--- config.mk ---
export PLATFORM = sky130hd
export DESIGN_NAME = rx_buff_wr
export DESIGN_NICKNAME = d
export VERILOG_FILES = /design/src/rtl/rx_buff_wr_pkg.sv /design/src/rtl/rx_buff_wr_free.sv /design/src/rtl/rx_buff_wr.sv
export SDC_FILE = /design/constraint.sdc
export NUM_CORES = 1
export LEC_CHECK = 0
export BUFFER_PORTS_ARGS = -buffer_cell sky130_fd_sc_hd__clkbuf_2
export CAP_MARGIN = 40
export CORE_MARGIN = 10
export CORE_UTILIZATION = 50
export DETAILED_ROUTE_END_ITERATION = 8
export GPL_TIMING_DRIVEN = 1
export PLACE_DENSITY = 0.89
export REMOVE_ABC_BUFFERS = 1
export SLEW_MARGIN = 20
export SYNTH_ARGS = -nofsm -noshare
export SYNTH_HDL_FRONTEND = slang
export SYNTH_SLANG_ARGS = --single-unit
--- constraint.sdc ---
create_clock -name clk -period 5.4 [get_ports clk]
set_clock_uncertainty 0.2 [all_clocks]
set_input_delay 1.08 -clock clk [delete_from_list [all_inputs] [get_ports clk]]
set_output_delay 1.08 -clock clk [all_outputs]
set_load 0.1 [all_outputs]
--- src/rtl/rx_buff_wr_pkg.sv ---
// rx_buff_wr shared types: FSM states, descriptor layout, byte helpers.
package rx_buff_wr_pkg;

  typedef enum logic [1:0] {
    IDLE = 2'd0,
    DATA = 2'd1,
    DESC = 2'd2,
    DROP = 2'd3
  } state_t;

  localparam int LEN_LSB = 0;
  localparam int LEN_MSB = 15;

  function automatic logic [3:0] popcnt8(input logic [7:0] v);
    logic [3:0] n;
    n = '0;
    for (int i = 0; i < 8; i++) n = n + {3'b0, v[i]};
    return n;
  endfunction

  function automatic logic [63:0] make_desc(input logic [15:0] len);
    logic [63:0] d;
    d = '0;
    d[LEN_MSB:LEN_LSB] = len;
    return d;
  endfunction

endpackage

--- src/rtl/rx_buff_wr_free.sv ---
// rx_buff_wr free-space check: would the next data word
// overrun the space the reader has released?
module rx_buff_wr_free
  import rx_buff_wr_pkg::*;
#(
  parameter int AW = 10
) (
  input  logic [AW-1:0] cons_ptr,
  input  logic [AW-1:0] slot,
  input  logic [AW-1:0] off,
  output logic          ovf
);

  logic [AW-1:0] free;
  logic [AW:0]   need;

  // One slot short of cons_ptr stays free.
  assign free = cons_ptr - slot - AW'(1);
  assign need = {1'b0, off} + {{AW{1'b0}}, 1'b1};
  assign ovf  = need > {1'b0, free};

endmodule

--- src/rtl/rx_buff_wr.sv ---
// rx_buff_wr: packs MAC receive frames into the receive buffer.
// Define RX_BUFF_WR_STATS_EN for live good/dropped frame counters.
module rx_buff_wr
  import rx_buff_wr_pkg::*;
#(
  parameter int AW = 10
) (
  input  logic          clk,
  input  logic          reset_n,
  input  logic [63:0]   rx_data,
  input  logic [7:0]    rx_data_valid,
  input  logic          rx_good_frame,
  input  logic          rx_bad_frame,
  input  logic [AW-1:0] cons_ptr,
  output logic [AW-1:0] wr_addr,
  output logic [63:0]   wr_data,
  output logic [AW-1:0] commit_ptr,
  output logic          frame_committed,
  output logic [31:0]   good_frames,
  output logic [31:0]   dropped_frames
);

  state_t        state, state_n;
  logic [AW-1:0] slot, slot_n;
  logic [AW-1:0] off, off_n;
  logic [15:0]   len, len_n;
  logic [15:0]   bytes;
  logic [AW-1:0] addr_n;
  logic [63:0]   data_n;
  logic          word, ended, ovf;
  logic          drop_end, desc_go;
  logic          p1_v, p2_v;
  logic [AW-1:0] p1_ptr, p2_ptr;

  assign word  = |rx_data_valid;
  assign ended = rx_good_frame | rx_bad_frame;
  assign bytes = 16'(popcnt8(rx_data_valid));

  rx_buff_wr_free #(.AW(AW)) u_free (
    .cons_ptr (cons_ptr),
    .slot     (slot),
    .off      (off),
    .ovf      (ovf)
  );

  always_comb begin
    state_n  = state;
    slot_n   = slot;
    off_n    = off;
    len_n    = len;
    addr_n   = slot;
    data_n   = rx_data;
    drop_end = 1'b0;
    desc_go  = 1'b0;
    unique case (state)
      IDLE, DATA: begin
        if (word && ovf) begin
          if (ended) drop_end = 1'b1;
          else       state_n  = DROP;
        end else begin
          if (word) begin
            addr_n  = slot + AW'(1) + off;
            off_n   = off + AW'(1);
            len_n   = len + bytes;
            state_n = DATA;
          end
          if (word || state == DATA) begin
            if (rx_bad_frame)       drop_end = 1'b1;
            else if (rx_good_frame) state_n  = DESC;
          end
        end
      end
      DESC: begin
        data_n  = make_desc(len);
        slot_n  = slot + AW'(1) + off;
        desc_go = 1'b1;
        state_n = IDLE;
        // A word here cannot be placed; that frame is lost.
        if (word) begin
          if (ended) drop_end = 1'b1;
          else       state_n  = DROP;
        end
      end
      DROP: begin
        if (ended) drop_end = 1'b1;
      end
      default: ;
    endcase
    if (drop_end) state_n = IDLE;
    if (state_n == IDLE) begin
      off_n = '0;
      len_n = '0;
    end
  end

  always_ff @(posedge clk) begin
    if (!reset_n) begin
      state           <= IDLE;
      slot            <= '0;
      off             <= '0;
      len             <= '0;
      wr_addr         <= '0;
      wr_data         <= '0;
      p1_v            <= 1'b0;
      p1_ptr          <= '0;
      p2_v            <= 1'b0;
      p2_ptr          <= '0;
      commit_ptr      <= '0;
      frame_committed <= 1'b0;
    end else begin
      state           <= state_n;
      slot            <= slot_n;
      off             <= off_n;
      len             <= len_n;
      wr_addr         <= addr_n;
      wr_data         <= data_n;
      // Publish only once the descriptor has reached the RAM.
      p1_v            <= desc_go;
      p1_ptr          <= slot_n;
      p2_v            <= p1_v;
      p2_ptr          <= p1_ptr;
      frame_committed <= p2_v;
      if (p2_v) commit_ptr <= p2_ptr;
    end
  end

`ifdef RX_BUFF_WR_STATS_EN
  logic [31:0] good_cnt, drop_cnt;

  always_ff @(posedge clk) begin
    if (!reset_n) begin
      good_cnt <= '0;
      drop_cnt <= '0;
    end else begin
      if (p2_v)     good_cnt <= good_cnt + 32'd1;
      if (drop_end) drop_cnt <= drop_cnt + 32'd1;
    end
  end

  assign good_frames    = good_cnt;
  assign dropped_frames = drop_cnt;
`else
  assign good_frames    = '0;
  assign dropped_frames = '0;
`endif

endmodule

==> impl_metrics.ini <==
[floorplan]
floorplan.initialDensity = 0.5138
placement_rows = 41
chipWidth_um = 134.1
chipHeight_um = 134.1
die_footprint_um2 = 17980
placeableCoreArea_um2 = 12670
ios = 235

[placed_design]
total_placed_cells_including_tap_cells = 1024
globalplace.congestion = 0.9332
place_hpwl_um = 12530
preCtsSetupSlack_ns = 0.3468
io_buffers = 170
post_dp_cell_area_um2 = 7246

[cts]
post_cts.repair.setup_buffers = 0
cts_htree_levels = 4
cts.hold.buffers_added = 0
cts-resized-gates = 0
clock-sinks = 135
clock-root-buffer = clkbuf_16
cts_inserted_buffers = 17
tritoncts = yes
clkLatencyLatePin_ns = 0.42
clock_slew_at_the_register_clock_pins_of_the_worst_setup_and_hold_paths_ns = 0.06
clock_path_buffers = 2

[worst_hold_path]
worstHoldEndpoint = p2_v
worst_hold_path_type = reg2reg
worst_hold_path.num_cells = 1
worst_hold_startpoint = p1_v

[sta]
timing.final.max_slew_violations = 0
period_utilization = 0.8668
final.setup.tns_ns = 0
rsz0062_at_grt = no
timing.final.hold_violations = 0
layout_min_cycle_time_ns = 4.681
hold-worst-slack_ns = 0.2345
setup_viol_count_final = 0
worst_slew_pin_slew_ns = 0.7982
setup_slack_ns = 0.7193
fmaxAchievable_mhz = 213.6
timing.max_slew.rel_slack = 0.4678

[yosys]
post_synth_inst_count = 711
synth-async-reset-ratio = 0
synth.top_cell.area_share = 0.4151
synth_area_um2 = 6510
synth_edf_count = 0
synth_top_cells_by_area = dfxtp_1, buf_4, ha_1, and3_1, nand2_1
synth_flop_cell = dfxtp_1
synth.largest_area_cell = dfxtp_1
syn_avg_cell_area_um2 = 9.156
yosysWarningCount = 0
postSynthRegisterBits = 135
synth_seq_area_share = 0.4151
netlist-cell-type-count = 50

[setup_path]
start_kind = input port
critPathMaxStageDelay_ns = 0.67
critical_path_arrival_ns = 4.75
setup.worst_path.class = in2reg
worst_r2r_startpoint = p1_ptr[1]
timing.critical_path.depth = 17
crit_path_end_kind = flip-flop
timing.rr.end = len[12]
crit_buf_inv = 2
timing.reg2reg.setup_slack_ns = 0.95
timing.critical_path.cells = clkbuf_2, ha_1, a21o_1, a21oi_2, o21ai_1, or4_1, a31o_2, a21oi_2, xnor2_1, ha_1, inv_1, a21oi_1, o32a_1, o31ai_4, a21oi_2, a21bo_1, nor2_1
worst-endpoint-required_ns = 5.47
timing.critical_path.max_delay_family = compound AO/OA/AOI/OAI gates
reg2regPathDepth = 17
worstPathMaxFanout = 26
worst_path_max_delay_cell = a21bo_1
cpMostUsedCell = a21oi_2

[global_routing]
grt_pass1_vias = 5446
first_pass_grt_wire_length_um = 26470
largest_net_degree_at_the_start_of_global_routing = 106
gr-total-overflow = 0
antenna_found_initial = 0
global_route.usage.total = 0.1804

[route]
final_antenna_net_count = 0
routedWlPerCell_um = 15.62
vias_per_cell = 4.945
drc = 0
routed-via-count = 5222
drtIter0Drc = 354
detail_route.wirelength_um = 16500
drt-pass1-iter-count = 5

[cells_and_area]
layout.cells.most_common = clkbuf_2
drive_gt1_frac = 0.2477
antenna_cells = 0
fillerInstances = 1119
register_area_um2 = 2703
finalInstanceArea_um2 = 7891
multiInputGateArea_um2 = 3303
layout-area-overhead-vs-synth_pct = 21.22
fin_cells = 1056
fin_nets = 1000
commonest_cells_after_routing_fill_and_taps_aside = clkbuf_2, dfxtp_1, nand2_1

[outcome]
outcome = completed

[flow_run]
max_cap_viol_count = 0

[pwr]
power_density_nw_per_um2 = 383.9
worst_ir_drop_vdd_mv = 0.3139
p_leak_uw = 0.003928
## flip-flops by register name, indices dropped and copies added (netlist names)
signal and flops:
wr_data 64, len 16, commit_ptr 10, off 10, p1_ptr 10, p2_ptr 10
wr_addr 10, state 2, frame_committed 1, p1_v 1, p2_v 1
## final cells by class
cell class / count / area share
clock buffers: 20 / 0.05660
clock inverters: 12 / 0.02521
inverters: 29 / 0.01379
multi-input cells: 512 / 0.4186
flip-flops and latches: 135 / 0.3425
well taps: 172 / 0.02727
repair buffers: 176 / 0.1161
## synthesized netlist by cell type (3+ instances only)
cell and instances:
dfxtp_1 135, nand2_1 87, buf_4 66, and3_1 61, ha_1 36, nor2_1 33, xor2_1 31, inv_1 29
a21boi_0 28, clkbuf_1 24, a21oi_1 17, nor2b_1 15, xnor2_1 15, nand4_1 14, and2_1 13, nand3_1 13
mux2i_1 12, nor3_1 9, o21ai_0 8, fa_1 7, nand2b_1 6, a21o_1 5, buf_2 5, a211oi_1 4
a21oi_2 3
## per-stage QoR
stage	utilization	power, µW
2_1_floorplan	-	1661
3_3_place_gp	0.5707	1772
3_5_place_dp	0.5718	1791
4_1_cts	0.6228	3047
5_1_grt	0.6228	3147
6_report	0.6228	3029
## cell families after synthesis
kind of cell	after synthesis	share of synthesized area
AND/OR/NAND/NOR	262	0.2066
multiplexers	12	0.01845
AO/OA/AOI/OAI	85	0.09206
XOR/XNOR	46	0.06189
flip-flops	135	0.4151
buffers and inverters	127	0.1145
adder cells (fa/ha/maj)	43	0.09072
other	1	0.0005760
## routing by layer
layer | routed length [µm] | vias to the layer above | track usage | part of all wire
met4 | 230 | 0 | 0.05865 | 0.014
met5 | 0 | - | 0 | 0
li1 | - | 2568 | - | -
met1 | 6568 | 2444 | 0.1965 | 0.40
met2 | 8500 | 185 | 0.3133 | 0.52
met3 | 1199 | 25 | 0.07170 | 0.073
## worst max path at each step
stage               endpoint   startpoint  slack, ns
floorplan             len[3]  cons_ptr[0]       0.53
global placement      off[5]  cons_ptr[1]       0.51
detailed placement    len[2]  cons_ptr[0]       0.35
CTS                   len[2]  cons_ptr[0]       0.78
global route          off[4]  cons_ptr[1]       0.44
finish               len[12]  cons_ptr[1]       0.72
## power breakdown
part           internal, µW  leakage [µW]  total [µW]  switching (µW)
Combinational           142       0.00251         717             575
Sequential             1040       0.00111        1060            18.5
Clock                   831      0.000314        1260             425
Total                  2010       0.00393        3030            1020
(Power assumes the default switching activity.)
